## src/rtl/decode_stage.sv

```systemverilog
// Decode stage: decodes MIPS instructions, reads the register file and loads the
// ID/EX register, stalling on read-after-write hazards tracked by a write-pending scoreboard.
module decode_stage #(
  parameter int XLEN = 32,
  parameter int NREG = 32
) (
  input  logic                    elk,
  input  logic                    nrst,
  input  logic                    if_valid,
  input  logic [31:0]             if_instr,
  input  logic [31:0]             if_pc,
  output logic                    if_ready,
  output logic [$clog2(NREG)-1:0] rd_addrA,
  output logic [$clog2(NREG)-1:0] rd_addrB,
  input  logic [XLEN-1:0]         rd_dataA,
  input  logic [XLEN-1:0]         rd_dataB,
  output logic                    ex_valid,
  input  logic                    ex_ready,
  output logic [3:0]              ex_op,
  output logic [XLEN-1:0]         ex_opA,
  output logic [XLEN-1:0]         ex_opB,
  output logic [XLEN-1:0]         ex_imm,
  output logic                    ex_use_imm,
  output logic [$clog2(NREG)-1:0] ex_dest,
  output logic                    ex_we,
  output logic [31:0]             ex_pc,
  input  logic                    wb_en,
  input  logic [$clog2(NREG)-1:0] wb_addr,
  input  logic                    flush,
  output logic                    err
);
  localparam int RW = $clog2(NREG);

  typedef enum logic [3:0] {
    OP_NOP = 4'd0, OP_ADD = 4'd1, OP_SUB = 4'd2, OP_AND = 4'd3, OP_OR = 4'd4,
    OP_SLT = 4'd5, OP_LW = 4'd6, OP_SW = 4'd7, OP_BEQ = 4'd8
  } op_t;

  logic [5:0]    opcode, funct;
  logic [RW-1:0] rs, rt, rd;
  assign opcode = if_instr[31:26];
  assign rs     = if_instr[25:21];
  assign rt     = if_instr[20:16];
  assign rd     = if_instr[15:11];
  assign funct  = if_instr[5:0];

  assign rd_addrA = rs;
  assign rd_addrB = rt;

  op_t           dec_op;
  logic          dec_use_imm, dec_we_raw, dec_we, dec_bad, use_rs, use_rt;
  logic [RW-1:0] dec_dest;
  logic [XLEN-1:0] dec_imm;

  always_comb begin
    dec_op      = OP_NOP;
    dec_use_imm = 1'b0;
    dec_we_raw  = 1'b0;
    dec_dest    = '0;
    use_rs      = 1'b0;
    use_rt      = 1'b0;
    dec_bad     = 1'b0;
    case (opcode)
      6'h00: begin
        use_rs     = 1'b1;
        use_rt     = 1'b1;
        dec_dest   = rd;
        dec_we_raw = 1'b1;
        case (funct)
          6'h20: dec_op = OP_ADD;
          6'h22: dec_op = OP_SUB;
          6'h24: dec_op = OP_AND;
          6'h25: dec_op = OP_OR;
          6'h2A: dec_op = OP_SLT;
          default: begin
            use_rs     = 1'b0;
            use_rt     = 1'b0;
            dec_dest   = '0;
            dec_we_raw = 1'b0;
            dec_bad    = 1'b1;
          end
        endcase
      end
      6'h08: begin
        dec_op = OP_ADD; dec_use_imm = 1'b1; dec_dest = rt; dec_we_raw = 1'b1; use_rs = 1'b1;
      end
      6'h23: begin
        dec_op = OP_LW; dec_use_imm = 1'b1; dec_dest = rt; dec_we_raw = 1'b1; use_rs = 1'b1;
      end
      6'h2B: begin
        dec_op = OP_SW; dec_use_imm = 1'b1; use_rs = 1'b1; use_rt = 1'b1;
      end
      6'h04: begin
        dec_op = OP_BEQ; use_rs = 1'b1; use_rt = 1'b1;
      end
      default: dec_bad = 1'b1;
    endcase
  end

  // r0 is never written, so an instruction targeting it neither writes nor reserves it.
  assign dec_we  = dec_we_raw && (dec_dest != '0);
  assign dec_imm = {{(XLEN-16){if_instr[15]}}, if_instr[15:0]};

  logic            ex_valid_reg, ex_use_imm_reg, ex_we_reg, err_reg;
  op_t             ex_op_reg;
  logic [XLEN-1:0] ex_opA_reg, ex_opB_reg, ex_imm_reg;
  logic [RW-1:0]   ex_dest_reg;
  logic [31:0]     ex_pc_reg;
  logic [NREG-1:0] busy_reg, busy_next;
  logic            hazard, xfer;

  // Hazard looks only at registered busy: a same-cycle writeback lands at the same edge.
  assign hazard   = (use_rs && busy_reg[rs]) || (use_rt && busy_reg[rt]);
  assign if_ready = !nrst && !flush && !hazard && (!ex_valid_reg || ex_ready);
  assign xfer     = if_valid && if_ready;

  genvar gi;
  generate
    for (gi = 0; gi < NREG; gi++) begin : g_busy
      if (gi == 0) begin : g_zero
        assign busy_next[gi] = 1'b0;
      end else begin : g_bit
        logic set_hit, clr_hit;
        assign set_hit = xfer && dec_we && (dec_dest == RW'(gi));
        assign clr_hit = (wb_en && (wb_addr == RW'(gi))) ||
                         (flush && ex_valid_reg && ex_we_reg && (ex_dest_reg == RW'(gi)));
        // A new reservation outranks a clear of the same register.
        assign busy_next[gi] = set_hit || (busy_reg[gi] && !clr_hit);
      end
    end
  endgenerate

  always_ff @(posedge elk) begin
    if (nrst) begin
      ex_valid_reg   <= 1'b0;
      ex_op_reg      <= OP_NOP;
      ex_opA_reg     <= '0;
      ex_opB_reg     <= '0;
      ex_imm_reg     <= '0;
      ex_use_imm_reg <= 1'b0;
      ex_dest_reg    <= '0;
      ex_we_reg      <= 1'b0;
      ex_pc_reg      <= '0;
      busy_reg       <= '0;
      err_reg        <= 1'b0;
    end else begin
      busy_reg <= busy_next;
      if (flush) begin
        ex_valid_reg <= 1'b0;
      end else if (xfer) begin
        ex_valid_reg   <= 1'b1;
        ex_op_reg      <= dec_op;
        ex_opA_reg     <= rd_dataA;
        ex_opB_reg     <= rd_dataB;
        ex_imm_reg     <= dec_imm;
        ex_use_imm_reg <= dec_use_imm;
        ex_dest_reg    <= dec_dest;
        ex_we_reg      <= dec_we;
        ex_pc_reg      <= if_pc;
        if (dec_bad) err_reg <= 1'b1;
      end else if (ex_ready) begin
        ex_valid_reg <= 1'b0;
      end
    end
  end

  assign ex_valid   = ex_valid_reg;
  assign ex_op      = ex_op_reg;
  assign ex_opA     = ex_opA_reg;
  assign ex_opB     = ex_opB_reg;
  assign ex_imm     = ex_imm_reg;
  assign ex_use_imm = ex_use_imm_reg;
  assign ex_dest    = ex_dest_reg;
  assign ex_we      = ex_we_reg;
  assign ex_pc      = ex_pc_reg;
  assign err        = err_reg;
endmodule

```

## config.mk

```make
export PLATFORM = sky130hd
export DESIGN_NAME = decode_stage
export DESIGN_NICKNAME = d
export VERILOG_FILES = /design/src/rtl/decode_stage.sv
export SDC_FILE = /design/constraint.sdc
export NUM_CORES = 1
export LEC_CHECK = 0
export BUFFER_PORTS_ARGS = -buffer_cell sky130_fd_sc_hd__buf_2
export CAP_MARGIN = 10
export CORE_UTILIZATION = 54
export CTS_CLUSTER_DIAMETER = 40
export DETAILED_ROUTE_END_ITERATION = 10
export GPL_TIMING_DRIVEN = 0
export HOLD_SLACK_MARGIN = 0.02
export PLACE_DENSITY = 0.93
export SLEW_MARGIN = 20
export SYNTH_ARGS = -nofsm -noshare
export SYNTH_HDL_FRONTEND = slang
export SYNTH_SLANG_ARGS = --single-unit
```

## constraint.sdc

```tcl
create_clock -name elk -period 3.8 [get_ports elk]
set_input_delay 0.57 -clock elk [delete_from_list [all_inputs] [get_ports elk]]
set_output_delay 0.57 -clock elk [all_outputs]
set_load 0.1 [all_outputs]
```

==> results_dict.tcl, run 1 <==
set metrics [dict create \
    ys_seq_area_share_pct 40.53 \
    synth_top_area_share_pct 40.53 \
    cts.path.max_buffers 2 \
    yosys.area.top_type "dfxtp_1" \
    syn_area_um2 7706 \
    finalCritPeriodShare_pct 93.87 \
    num_io_pins 291 \
    grt_pass1_wl_mm 36.59 \
    fin_tns_setup_ns 0 \
    gp_congestion 1.045 \
    fp-row-count 43 \
    synth_seq_cells 156 \
    r2r_slack_ns 1.04 \
    min_path_cells 2 \
    synth-async-reset-ratio_pct 0 \
    grt_max_degree 19 \
    arrival_ns 3.00 \
    min_to "ex_opA[11]$_SDFFE_PP0P_" \
    die_w_um 121.5 \
    drt_pass1_iterations 5 \
    fmax_mhz 280.3 \
    setup_viol 0 \
    fin_skew_ns 0.01489 \
    drt-total-wl_mm 24.03 \
    start_kind "input port" \
    grt_pass1_vias 7008 \
    ys_top_cells_by_count "dfxtp_1 (156), nor2b_1 (154), mux2_2 (116)" \
    core_um2 13880 \
    h-tree-depth 4 \
    syn_avg_cell_area_um2 10.40 \
    maxCapViolCount 0 \
    ys.flop_type "dfxtp_1" \
    rsz0062_at_grt "false" \
    numCtsBuffers 17 \
    synth_edf_count 0 \
    timing.rr.start "busy_reg[26]$_SDFF_PP0_" \
    place_hpwl_mm 18.44 \
    path_clk_slew_ns 0.07 \
    ys.warnings.count 0 \
    holdCritStartpoint "rd_dataA[11]" \
    vias_per_cell 5.735 \
    r2r_end "busy_reg[28]$_SDFF_PP0_" \
    synth_nets 880 \
    max_slew.worst_pin.slew_ns 0.6101 \
    start_util_pct 55.52 \
    p_leak_nw 4.587 \
    antenna_found_initial 2 \
    max-vdd-ir-drop_mv 0.4003 \
    critPathKind "input port to output port" \
    grt_util_all_layers_pct 32.71 \
    status "completed" \
    max_stage_delay_ns 0.57 \
    cts_tree "yes" \
    antenna_left 0 \
    total_power_mw 4.535 \
    drtIter0Drc 616 \
    io_buffer_count 285 \
    worstPathRequired_ns 3.23 \
    fin_nets 1183 \
    synth_cell_types 48 \
    drive_gt1_share_pct 47.68 \
    grt_overflow 0 \
    drc 0 \
    syn2layout_area_growth_pct 29.06 \
    worstPathCellList "buf_2 > mux4_2 > a32oi_1 > mux2i_1 > o211ai_2 > and2_1 > clkbuf_1 > buf_4" \
    reg2reg_depth 8 \
    fin_crit_ns 3.567 \
    die_h_um 121.5 \
    syn_inst 741 \
    num_vias 7106 \
    cpMaxStageDelayCell "mux4_2" \
    slew_violations 0 \
    synth_area_leaders "dfxtp_1 (41%), mux2_2 (17%), nor2b_1 (13%)" \
    endpoint_kind "output port" \
    hold_viol_final 0 \
    dieArea_um2 14750 \
    worstHoldPathType "input port to flip-flop" \
    routedWlPerCell_um 19.39 \
    clock_sinks 156 \
    clk_latency_ns 0.43 \
    final_core_util_pct 71.65 \
    power_density_nw_per_um2 456.0 \
    cts-root-buf "clkbuf_16" \
    yosys.cell_count.top_type "dfxtp_1" \
    max_slew_margin_pct 58.95 \
    cp_max_fo 8 \
]
[stage by stage]
stage               setup slack [ns]  area, um2  hold WS [ns]  std cells
CTS                          0.09168       9945        0.3593       1238
finish                        0.2330       9946        0.3647       1239
detailed placement          -0.05162       9358        0.4661       1206
global placement            -0.03550       9358        0.4440       1206
floorplan                     0.1837       7706        0.5736        741
global route                  0.1480       9946        0.3627       1239
[worst max-delay path by stage]
| stage | depth (start not counted) | slack, ns | startpoint | endpoint |
|---|---|---|---|---|
| floorplan | 6 | 0.18 | if_instr[18] | if_ready |
| global placement | 8 | -0.04 | if_instr[18] | if_ready |
| detailed placement | 8 | -0.05 | if_instr[18] | if_ready |
| CTS | 8 | 0.09 | if_instr[18] | if_ready |
| global route | 8 | 0.15 | if_instr[21] | if_ready |
| finish | 8 | 0.23 | if_instr[21] | if_ready |
[critical path, delay by kind of cell]
kind	cells	cell delay [ns]
AO/OA/AOI/OAI	2	0.60
buffers and inverters	3	0.87
multiplexers	2	0.77
AND/OR/NAND/NOR	1	0.18
[report_power, final]
group / leakage, nW / total (mW) / switching (mW) / internal (mW)
Sequential: 1.27 / 1.75 / 0.0376 / 1.71
Combinational: 3.02 / 1.11 / 0.859 / 0.254
Clock: 0.292 / 1.68 / 0.723 / 0.954
[layout by cell type (no fill, tap or decap), types with 3 or more instances in the layout]
cell type    n
a311oi_1     7
a31oi_1     10
a32o_1       6
a32oi_1      6
buf_1        4
buf_2      294
buf_4       27
buf_6       10
clkbuf_1    26
clkbuf_16   17
clkinv_2     3
dfxtp_1    156
inv_1        5
inv_6        6
mux2_2     116
mux2i_1     12
mux4_2      12
nand2_1     26
nand2b_1    15
nand3_1     15
nor2_1      15
nor2b_1    154
o21ai_0      9
o221ai_1    32
o22ai_1      3
o31ai_1     28
or2_2        6
or3_1        3
[cells by family (layout without fill, tap and decap cells)]
group	count (synthesis)	after routing	share of synthesized area, %
flip-flops	156	156	40.53
multiplexers	140	140	22.02
buffers and inverters	82	398	6.397
AO/OA/AOI/OAI	116	116	12.37
other	0	2	0
AND/OR/NAND/NOR	247	247	18.69
[metal layers]
metal	GRT usage, %	up-vias	wire, um
met5	0	-	0
met4	15.51	0	1160
met3	11.09	102	2522
met2	54.47	436	11520
met1	37.41	3294	8827
li1	-	3274	-
[layout make-up]
type                       instances  area [um2]
antenna                            2       5.005
timing repair buffer             285        1429
sequential                       156        3123
multi-input combinational        503        4090
clock buffer                      19       452.9
buffer                            76       470.5
clock inverter                    13       131.4
tap                              180       225.2
fill                            1040        3935
inverter                           5       18.77
[what timing repair did]
action	CTS	global route
hold endpoints to repair	0	0
hold buffers	0	0
setup buffers	0	0
gates resized for setup	1	0
setup endpoints to repair	1	1
Power figures use the tool's default switching activity.
==> inputs of run 2 (changes only) <==
--- a/config.mk
+++ b/config.mk
@@ -7,6 +7,7 @@
 export LEC_CHECK = 0
 export BUFFER_PORTS_ARGS = -buffer_cell sky130_fd_sc_hd__buf_2
 export CAP_MARGIN = 10
+export CORE_MARGIN = 5
 export CORE_UTILIZATION = 54
 export CTS_CLUSTER_DIAMETER = 40
 export DETAILED_ROUTE_END_ITERATION = 10
==> constraint.sdc (replaced) <==
create_clock -name elk -period 4.6 [get_ports elk]
set_input_delay 0.69 -clock elk [delete_from_list [all_inputs] [get_ports elk]]
set_output_delay 0.69 -clock elk [all_outputs]
set_load 0.1 [all_outputs]
==> run 2 against run 1 <==
Effect of this change:
- via count up 0.73%
- register-to-register slack improved by 0.79 ns
- setup slack improved by 0.12 ns
- worst hold slack better by 0.098 ns
- largest cell class unchanged
- global-route usage down 3.0 points
- combinational power shrank 17%
- critical endpoint unchanged
- routed wire length rose by 6.5%
- clock skew shrank 0.0057 ns
- non-clock buffer count increased by 1
==> results_dict.tcl, run 2 (same netlist as run 1, synthesis figures left out) <==
set metrics [dict create \
    gp_congestion 1.044 \
    syn2layout_area_growth_pct 29.75 \
    dieArea_um2 16760 \
    grt_pass1_vias 7243 \
    drc 0 \
    fp-row-count 43 \
    h-tree-depth 4 \
    fin_skew_ns 0.009172 \
    cts.path.max_buffers 2 \
    hold_viol_final 0 \
    min_to "err$_SDFFE_PP0P_" \
    drtIter0Drc 517 \
    critPathTopFamily "buffers and inverters" \
    num_vias 7158 \
    slew_violations 0 \
    timing.rr.start "busy_reg[6]$_SDFF_PP0_" \
    reg2reg_depth 8 \
    path_clk_slew_ns 0.06 \
    final_core_util_pct 71.75 \
    fmax_mhz 235.7 \
    clock_sinks 156 \
    power_density_nw_per_um2 385.0 \
    hold_buffers 0 \
    setup_ws_ns 0.3568 \
    critPathKind "input port to output port" \
    finalCritPeriodShare_pct 92.24 \
    start_kind "input port" \
    cp_max_fo 10 \
    status "completed" \
    cts-root-buf "clkbuf_16" \
    vias_per_cell 5.749 \
    fin_nets 1184 \
    cts_tree "yes" \
    p_leak_nw 4.591 \
    r2r_end "busy_reg[15]$_SDFF_PP0_" \
    routedWlPerCell_um 20.56 \
    antenna_left 0 \
    worstHoldPathType "flip-flop to flip-flop" \
    grt_util_all_layers_pct 29.73 \
    arrival_ns 3.55 \
    max_slew.worst_pin.slew_ns 0.6403 \
    num_io_pins 291 \
    worstPathRequired_ns 3.91 \
    maxCapViolCount 0 \
    core_um2 13930 \
    die_w_um 129.5 \
    fin_tns_setup_ns 0 \
    drive_gt1_share_pct 47.45 \
    setup_viol 0 \
    max-vdd-ir-drop_mv 0.2933 \
    endpoint_kind "output port" \
    io_buffer_count 285 \
    die_h_um 129.5 \
    drt_pass1_iterations 6 \
    grt_max_degree 19 \
    grt_overflow 0 \
    drt-total-wl_mm 25.60 \
    antenna_found_initial 6 \
    r2r_slack_ns 1.83 \
    holdCritStartpoint "err$_SDFFE_PP0P_" \
    crit_buf_inv 4 \
    numCtsBuffers 17 \
    cpMaxStageDelayCell "buf_2" \
    max_slew_margin_pct 56.86 \
    min_path_cells 2 \
    post-place-ws_ns 0.4479 \
    worstSetupStartpoint "if_instr[18]" \
    clk_latency_ns 0.43 \
    start_util_pct 55.30 \
    worstPathCellList "buf_2 > clkbuf_1 > mux4_2 > mux2i_1 > o221ai_1 > a41oi_4 > and2_1 > clkbuf_1 > buf_2" \
    place_hpwl_mm 19.96 \
    cts_setup_buffers 0 \
    layout_common_cells "buf_2 (295), dfxtp_1 (156), nor2b_1 (154), mux2_2 (116), o221ai_1 (32)" \
    max_stage_delay_ns 0.49 \
    grt_pass1_wl_mm 38.43 \
    final_common_cell "buf_2" \
    ctsResizeCount 0 \
    fin_crit_ns 4.243 \
    rsz0062_at_grt "false" \
]
==> run 2: cell count changes in the layout (fill, tap and decap cells not counted), moves of 2 or more <==
cell        previous run  this run
inv_6                  6         2
clkbuf_8               2         0
bufinv_16              1         4
diode_2                2         7
clkinvlp_4             0         3
clkbuf_1              26        29
==> run 2: cell type report <==
type / count / area (um2)
diodes: 7 / 17.52
plain buffers: 77 / 474.2
clock buffers: 19 / 432.9
clock inverters: 13 / 190.2
fillers: 1010 / 3936
inverters: 5 / 18.77
multi-input cells: 503 / 4090
flip-flops and latches: 156 / 3123
well taps: 180 / 225.2
repair buffers: 285 / 1426
==> run 2: routing by layer <==
metal | vias up | track usage (%) | wire [um]
met5 | - | 0 | 0
met2 | 426 | 49.82 | 12580
met4 | 0 | 15.10 | 1177
li1 | 3280 | - | -
met3 | 101 | 10.72 | 2862
met1 | 3351 | 33.44 | 8978
==> run 2: tightest hold or removal path: stages, from the launching register on <==
cell	delay, ns
dfxtp_1	0.32
a31oi_1	0.04
nor2_1	0.07
==> run 2: power breakdown <==
group	switching [mW]	leakage [nW]	internal, mW
clock	0.568	0.296	0.913
combinational	0.715	3.02	0.210
sequential	0.0325	1.27	1.41
==> run 2: through the flow <==
stage | instance area, um2 | std cells | total power [mW] | hold slack [ns]
floorplan | 7706 | 741 | 2.191 | 0.5736
global placement | 9358 | 1206 | 2.375 | 0.4410
detailed placement | 9358 | 1206 | 2.392 | 0.4545
CTS | 9981 | 1238 | 3.860 | 0.4665
global route | 9998 | 1245 | 3.965 | 0.4701
finish | 9998 | 1245 | 3.850 | 0.4625
==> run 2: how the worst max path moves through the flow <==
stage	endpoint	slack (ns)	depth (start not counted)
CTS	if_ready	0.44	9
global placement	if_ready	0.49	8
detailed placement	if_ready	0.45	8
floorplan	if_ready	0.74	6
global route	if_ready	0.29	8
finish	if_ready	0.36	9
